## config.mk

```make
export PLATFORM = sky130hd
export DESIGN_NAME = scan_addr_gen
export DESIGN_NICKNAME = d
export VERILOG_FILES = /design/src/rtl/scan_pkg.sv /design/src/rtl/scan_axis_cntr.sv /design/src/rtl/scan_addr_gen.sv
export SDC_FILE = /design/constraint.sdc
export NUM_CORES = 1
export LEC_CHECK = 0
export ABC_CLOCK_PERIOD_IN_PS = 6800
export CORE_MARGIN = 1.5
export CORE_UTILIZATION = 56
export DETAILED_ROUTE_END_ITERATION = 7
export PLACE_DENSITY = 0.88
export SETUP_SLACK_MARGIN = 0.02
export SYNTH_ARGS = -nofsm -noshare
export SYNTH_HDL_FRONTEND = slang
export SYNTH_HIERARCHICAL = 1
export SYNTH_SLANG_ARGS = --single-unit
```

## constraint.sdc

```tcl
create_clock -name clk -period 6.8 [get_ports clk]
set_input_delay 1.02 -clock clk [delete_from_list [all_inputs] [get_ports clk]]
set_output_delay 1.02 -clock clk [all_outputs]
set_load 0.005 [all_outputs]
```

## src/rtl/scan_pkg.sv

```systemverilog
// Shared types and helpers for the 3-D scan address generator.
// Holds the FSM state enum, the bound clamp and the counter-width helper.
package scan_pkg;

   typedef enum logic [1:0] {
      IDLE = 2'd0,
      RUN  = 2'd1,
      DONE = 2'd2
   } state_e;

   // Counter width for n positions, never below one bit.
   function automatic int bits(input int n);
      return (n > 2) ? $clog2(n) : 1;
   endfunction

   function automatic int clamp(input int v, input int hi);
      if (v < 1) return 1;
      if (v > hi) return hi;
      return v;
   endfunction

endpackage

```

## src/rtl/scan_axis_cntr.sv

```systemverilog
// One wrapping scan axis: counts toward its last index and wraps on en.
// BOUNCE makes the wrap hold the value so an external direction flip reverses it.
module scan_axis_cntr #(
   parameter int W      = 1,
   parameter bit BOUNCE = 1'b0
) (
   input  logic         clk,
   input  logic         rst,
   input  logic         clr,
   input  logic         en,
   input  logic [W-1:0] bound,
   input  logic         dir,
   output logic [W-1:0] value,
   output logic         at_last
);

   logic [W-1:0] value_q, value_d;

   always_comb begin
      at_last = dir ? (value_q == '0) : (value_q == bound);
   end

   always_comb begin
      value_d = value_q;
      if (clr) begin
         value_d = '0;
      end else if (en) begin
         if (at_last) begin
            if (BOUNCE) value_d = value_q;
            else        value_d = dir ? bound : '0;
         end else begin
            value_d = dir ? value_q - W'(1) : value_q + W'(1);
         end
      end
   end

   always_ff @(posedge clk) begin
      if (rst) value_q <= '0;
      else     value_q <= value_d;
   end

   assign value = value_q;

endmodule

```

## src/rtl/scan_addr_gen.sv

```systemverilog
// Programmable pixel x slice x channel scan generator with stall and done pulse.
// Define SERPENTINE_EN to alternate pixel direction on every global slice.
module scan_addr_gen
   import scan_pkg::*;
#(
   parameter  int MAX_W = 32,
   parameter  int MAX_H = 32,
   parameter  int MAX_C = 4,
   localparam int PW    = bits(MAX_W),
   localparam int SW    = bits(MAX_H),
   localparam int CW    = bits(MAX_C),
   localparam int AW    = bits(MAX_W * MAX_H * MAX_C),
   localparam int WW    = $clog2(MAX_W + 1),
   localparam int HW    = $clog2(MAX_H + 1),
   localparam int CCW   = $clog2(MAX_C + 1)
) (
   input  logic           clk,
   input  logic           rst,
   input  logic [WW-1:0]  cfg_w,
   input  logic [HW-1:0]  cfg_h,
   input  logic [CCW-1:0] cfg_c,
   input  logic           start,
   input  logic           stall,
   output logic           busy,
   output logic           valid,
   output logic [PW-1:0]  pixel_cntr,
   output logic [SW-1:0]  slice_cntr,
   output logic [CW-1:0]  chan_cntr,
   output logic           last_pixel,
   output logic           last_slice,
   output logic [AW-1:0]  lin_addr,
   output logic           done
);

   state_e        state_q, state_d;
   logic [PW-1:0] lim_w_q, lim_w_d;
   logic [SW-1:0] lim_h_q, lim_h_d;
   logic [CW-1:0] lim_c_q, lim_c_d;
   logic [AW-1:0] lin_q, lin_d;
   logic          go, adv, fin, step;
   logic          px_en, sl_en, ch_en;
   logic          px_last, sl_last, ch_last;
   logic          px_dir;

   assign go    = (state_q == IDLE) && start;
   assign adv   = (state_q == RUN) && !stall;
   assign fin   = adv && px_last && sl_last && ch_last;
   assign step  = adv && !fin;
   assign px_en = step;
   assign sl_en = step && px_last;
   assign ch_en = sl_en && sl_last;

`ifdef SERPENTINE_EN
   localparam bit BOUNCE = 1'b1;
   logic odd_q, odd_d;

   always_comb begin
      odd_d = odd_q;
      if (go)                     odd_d = 1'b0;
      else if (px_en && px_last)  odd_d = ~odd_q;
   end

   always_ff @(posedge clk) begin
      if (rst) odd_q <= 1'b0;
      else     odd_q <= odd_d;
   end

   assign px_dir = odd_q;
`else
   localparam bit BOUNCE = 1'b0;
   assign px_dir = 1'b0;
`endif

   always_ff @(posedge clk) begin
      if (rst) begin
         state_q <= IDLE;
         lim_w_q <= '0;
         lim_h_q <= '0;
         lim_c_q <= '0;
         lin_q   <= '0;
      end else begin
         state_q <= state_d;
         lim_w_q <= lim_w_d;
         lim_h_q <= lim_h_d;
         lim_c_q <= lim_c_d;
         lin_q   <= lin_d;
      end
   end

   always_comb begin
      state_d = state_q;
      unique case (state_q)
         IDLE:    if (start) state_d = RUN;
         RUN:     if (fin)   state_d = DONE;
         DONE:    state_d = IDLE;
         default: state_d = IDLE;
      endcase
   end

   // Bounds are stored as last index so a latched size of 1 resets to 0.
   always_comb begin
      lim_w_d = lim_w_q;
      lim_h_d = lim_h_q;
      lim_c_d = lim_c_q;
      lin_d   = lin_q;
      if (go) begin
         lim_w_d = PW'(clamp(int'(cfg_w), MAX_W) - 1);
         lim_h_d = SW'(clamp(int'(cfg_h), MAX_H) - 1);
         lim_c_d = CW'(clamp(int'(cfg_c), MAX_C) - 1);
         lin_d   = '0;
      end else if (step) begin
         lin_d = lin_q + AW'(1);
      end
   end

   always_comb begin
      valid      = (state_q == RUN);
      busy       = (state_q != IDLE);
      done       = (state_q == DONE);
      last_pixel = valid && px_last;
      last_slice = valid && sl_last;
      lin_addr   = lin_q;
   end

   scan_axis_cntr #(.W(PW), .BOUNCE(BOUNCE)) u_pixel (
      .clk     (clk),
      .rst     (rst),
      .clr     (go),
      .en      (px_en),
      .bound   (lim_w_q),
      .dir     (px_dir),
      .value   (pixel_cntr),
      .at_last (px_last)
   );

   scan_axis_cntr #(.W(SW), .BOUNCE(1'b0)) u_slice (
      .clk     (clk),
      .rst     (rst),
      .clr     (go),
      .en      (sl_en),
      .bound   (lim_h_q),
      .dir     (1'b0),
      .value   (slice_cntr),
      .at_last (sl_last)
   );

   scan_axis_cntr #(.W(CW), .BOUNCE(1'b0)) u_chan (
      .clk     (clk),
      .rst     (rst),
      .clr     (go),
      .en      (ch_en),
      .bound   (lim_c_q),
      .dir     (1'b0),
      .value   (chan_cntr),
      .at_last (ch_last)
   );

endmodule

```

# Word level (Yosys, flattened, before mapping)
# Index checks and enable logic that the tools add are counted.
[op_classes]
addsub = 7
n_lt_le_gt_ge = 6
eq_ne = 7
muxes = 36
reduce_logical = 16
[op_table]
columns = ["cell", "count"]
rows = [
  ["5-bit two-way mux", 8],
  ["1-bit two-way mux", 21],
  ["12-bit by 1-bit adder with 12-bit output (second input constant)", 1],
  ["6-bit greater-than comparator (second input constant)", 2],
  ["6-bit by 1-bit < comparator with 1-bit output (second input constant)", 2],
  ["2-bit two-way mux", 6],
  ["5-bit by 1-bit adder with 5-bit output (second input constant)", 2],
  ["5-bit == test", 2],
  ["1-bit logical AND", 10],
  ["5-bit by 2-bit subtractor with 5-bit output (second input constant)", 2],
  ["2-bit one-hot mux with 2 select lines", 1],
  ["3-bit greater-than comparator (second input constant)", 1],
  ["3-bit by 1-bit < comparator with 1-bit output (second input constant)", 1],
  ["2-bit by 1-bit adder with 2-bit output (second input constant)", 1],
  ["2-bit by 1-bit == test with 1-bit output (second input constant)", 1],
  ["2-bit == test", 1],
  ["2-bit == test (second input constant)", 1],
  ["1-bit zero test", 2],
  ["2-bit zero test", 1],
  ["2-bit by 1-bit != test with 1-bit output (second input constant)", 1],
  ["2-bit != test (second input constant)", 1],
  ["2-bit AND reduction", 1],
  ["2-bit nonzero test", 1],
  ["2-bit OR reduction", 1],
  ["2-bit subtractor (second input constant)", 1],
]
[totals]
regBits = 38
inputBits = 19
out_inout_bits = 29
elab_cells = 80

# Longest topological paths before layout
[logic_depth]
word_depth = 9
mapped_depth = 12

# Hierarchy
# The synthesis kept the hierarchy.
[by_module_without_submodules]
columns = ["module", "n_inst", "cells_per_inst", "area_per_inst_um2"]
rows = [
  ["scan_addr_gen", 1, 152, 1293.7],
  ["scan_axis_cntr (u_pixel ...)", 2, 48, 454.2],
  ["scan_axis_cntr (u_chan)", 1, 25, 203.9],
]

# Least setup slack after synthesis
# No wires, ideal clock.
[synth_path]
kind = "in2reg"
startpoint = "input port stall"
endpoint = "register u_chan.value_q[1] (netlist: u_chan/value[1])"
arrival_time_ns = 2.361
t_required_ns = 6.697
setup_slack_ns = 4.336
cell_stages = 7
cell_sequence = "nor3b_4 -> nand2_1 -> inv_1 -> and3_1 -> nor4bb_1 -> a311oi_1 -> a2111oi_2"
[synth_via]
elab_chain_cells = 9
[synth_lines]
columns = ["item", "line", "source"]
rows = [
  ["from (decl)", "scan_addr_gen.sv:23", "input logic stall,"],
  ["1-bit zero test *", "scan_addr_gen.sv:46", "assign adv = (state_q == RUN) && !stall;"],
  ["1-bit logical AND *", "scan_addr_gen.sv:46", ""],
  ["1-bit logical AND (3 in series)", "scan_addr_gen.sv:47", "assign fin = adv && px_last && sl_last && ch_last;"],
  ["1-bit zero test", "scan_addr_gen.sv:48", "assign step = adv && !fin;"],
  ["1-bit logical AND *", "scan_addr_gen.sv:48", ""],
  ["via px_en", "scan_addr_gen.sv:41", "logic px_en, sl_en, ch_en;"],
  ["1-bit logical AND *", "scan_addr_gen.sv:50", "assign sl_en = step && px_last;"],
  ["1-bit logical AND *", "scan_addr_gen.sv:51", "assign ch_en = sl_en && sl_last;"],
  ["via ch_en", "scan_addr_gen.sv:41", ""],
  ["to (signal assigned)", "scan_axis_cntr.sv:39", "else value_q <= value_d;"],
  ["to (decl)", "scan_axis_cntr.sv:17", "logic [W-1:0] value_q, value_d;"],
]
# Mark *: on every way through the listed nets, which the timed path passes. The rest lies on a longest branch.
# A chain may end at the register's enable or synchronous reset.

# Worst setup path after layout
[layout_path]
startpoint = "register u_pixel.value_q[0] (netlist: u_pixel/value[0])"
endpoint = "output port last_pixel"
[layout_via]
elab_chain_cells = 2
[layout_lines]
columns = ["item", "line", "source"]
rows = [
  ["from (decl)", "scan_axis_cntr.sv:17", ""],
  ["from (signal assigned)", "scan_axis_cntr.sv:39", ""],
  ["5-bit == test", "scan_axis_cntr.sv:20", "at_last = dir ? (value_q == '0) : (value_q == bound);"],
  ["via px_last", "scan_addr_gen.sv:42", "logic px_last, sl_last, ch_last;"],
  ["1-bit logical AND", "scan_addr_gen.sv:120", "last_pixel = valid && px_last;"],
  ["to (decl)", "scan_addr_gen.sv:29", "output logic last_pixel,"],
]
# The timed path passes the listed nets, and every way through them passes these cells.

==> out/results.tsv <==
metric	value	unit
cell area after layout	3128	um^2
first-pass GRT wire length	8.970	mm
LEAKAGE	1.196	nW
vias in the first global route	2000	
clk sink count	38	
Placed Area	2985	um^2
Avg Cell Area, Syn	8.813	um^2
synthesized cell area	2406	um^2
Starting DRT DRC Count	114	
max_slew headroom	0.4658	
H-tree depth	2	
Synth Instances	273	
initial antenna violation count	0	
gr usage total	0.2539	
layout cell share with drive strength beyond 1	0.07580	
DRC errors left	0	
CORE AREA	4058	um^2
CTS Buf Count	5	
final setup margin	3.588	ns
total gr overflow	0	
Hold Vio Cnt, Final	0	
row count	23	
maxcap violations	0	
die height	68.55	um
clock skew	0.01265	ns
Final nets	372	
max frequency	0.3113	GHz
Layout area overhead	30.01	%
Worst Path Arrival	2.19	ns
Worst setup SP type	flop	
Seq/Total Area, Yosys	0.3162	
CTS tree	done	
Worst-path clk slew	0.08	ns
Tightest Pin Transition	0.7987	ns
RSZ-0062 raised after global routing	no	
final wirelength	5.289	mm
#FFs+latches synth	38	
Final ANT Viol Nets	0	
Post-synth EDFFs	0	
Clock Tree Buf Depth	2	
root buffer cell	clkbuf_8	
Power Density	196.3	nW/um^2
hold buffers post-CTS	0	
required time of the critical path	5.78	ns
Die X	68.55	um
Post-Place Worst Slack	3.424	ns
post-CTS setup buffer count	0	
Post-DP HPWL	3.885	mm
largest net degree at the start of global routing	25	
post-cts sizing count	0	
HP Class	flop to flop	
endpoints failing setup	0	
Tmin final	3.212	ns
Finished Core Util	0.7709	
worst-skew pair later-pin latency	0.30	ns
DR pass1 iterations	4	
I/O pins	48	
DR vias	2185	
Via density	5.560	
max-slew violation count	0	
Cell variety after synth	54	
Initial Util	0.5930	
outcome	finished, final reports clean	
crit-path max FO	8	
WL/cell	13.46	um
Fin Setup TNS	0	ns
ant diodes	0	
Yosys warning count	6	
global placement routability congestion	0.8404	
Worst Setup End Kind	output pin	
ys async rst share	0	
Crit Path Category	flop to output pin	
peak supply drop	124.9	uV
IO buf count	47	
Synth Flop Type	dfxtp_1	
die footprint	4698	um^2
Tcrit/Tclk final	0.4724	
hold slack	0.4884	ns
[metal layers]
metal	up-vias	routed length, um	GRT usage
met5	-	0	0
met4	0	51	0.06000
met3	6	186	0.05844
met2	48	2657	0.4231
met1	1019	2393	0.3327
li1	1112	-	-
[worst paths after layout]
kind / startpoint / endpoint / slack [ns] / cells past startpoint
max: u_pixel/value[0] / last_pixel / 3.59 / 5
min reg2reg: lin_addr[11] / lin_addr[11] / 0.49 / 2
max reg2reg: u_pixel/value[0] / u_chan/value[1] / 3.81 / 10
min: lin_addr[11] / lin_addr[11] / 0.49 / 2
[registers in the layout, summed over array words and instances (netlist names)]
register / cells
lim_c_q: 2
lin_addr: 12
lim_w_q: 5
u_chan/value: 2
lim_h_q: 5
u_pixel/value: 5
state_q: 2
u_slice/value: 5
[critical path, cell delays in order, from the launching register on]
cell             delay [ns]
dfxtp_1                0.53
xnor2_1                0.18
nand4_1                0.19
o21bai_4               0.29
and2_1                 0.18
clkdlybuf4s50_1        0.52
[where the power goes]
part	switching (mW)	internal, mW
clock	0.0842	0.157
sequential	0.0142	0.233
combinational	0.0641	0.0621
total	0.163	0.452
[per-stage QoR]
stage                     power (mW)  cells
after floorplan               0.3352    295
after global placement        0.3716    385
after detailed placement      0.3748    385
after CTS                     0.6128    393
after global routing          0.6415    393
final                         0.6140    393
[placed cells by master, fill, tap and decap left out, drive strengths merged, types with 3 or more instances in the layout]
master         instances
a2111oi                4
a211oi                 5
a21o                   4
a21oi                 18
a2bb2oi                4
a311oi                 3
a31oi                  3
and2                   3
and3                   3
clkbuf                 6
clkdlybuf4s50         47
conb                  23
dfxtp                 38
ha                     9
inv                    7
mux2i                  4
nand2                 12
nand2b                 5
nand3                  5
nand4                  7
nor2                  29
nor2b                  6
nor3                  13
nor3b                  3
o21ai                 15
o21bai                 4
or3                    5
xnor2                 21
xor2                  10
[kinds of logic (layout without fill, tap and decap cells)]
| logic type | count (synthesis) | count (layout) | synth area share |
|---|---|---|---|
| compound gates | 67 | 67 | 0.1976 |
| xor+xnor | 31 | 31 | 0.1128 |
| fa+ha+maj | 11 | 11 | 0.06344 |
| buf+inv | 15 | 63 | 0.02756 |
| flops | 38 | 38 | 0.3162 |
| mux | 4 | 4 | 0.01664 |
| other cells | 1 | 23 | 0.001559 |
| simple gates | 106 | 106 | 0.2642 |
[cells in the mapped netlist (3+ instances only)]
| library cell | number | area, um^2 |
|---|---|---|
| dfxtp_1 | 38 | 760.7 |
| nor2_1 | 29 | 108.9 |
| xnor2_1 | 21 | 183.9 |
| a21oi_1 | 18 | 90.09 |
| o21ai_0 | 15 | 75.07 |
| nand2_1 | 11 | 41.29 |
| nor3_1 | 11 | 55.05 |
| xor2_1 | 10 | 87.58 |
| ha_1 | 9 | 112.6 |
| inv_1 | 7 | 26.28 |
| nand4_1 | 7 | 43.79 |
| a211oi_1 | 5 | 37.54 |
| nand2b_1 | 5 | 31.28 |
| nor2b_1 | 5 | 31.28 |
| or3_1 | 5 | 31.28 |
| a21o_1 | 4 | 30.03 |
| a2bb2oi_1 | 4 | 35.03 |
| mux2i_1 | 4 | 40.04 |
| nand3_1 | 4 | 20.02 |
| a311oi_1 | 3 | 26.28 |
| a31oi_1 | 3 | 18.77 |
| and2_1 | 3 | 18.77 |
| clkbuf_1 | 3 | 11.26 |
[cell type report]
cell class | count | area (um^2)
clock inverters | 2 | 60.06
repair buffers | 47 | 470.5
clock buffers | 6 | 82.58
inverters | 8 | 30.03
well taps | 50 | 62.56
fillers | 286 | 929.6
multi-input cells | 242 | 1662
flip-flops and latches | 38 | 760.7
Power figures use the tool's default switching activity.
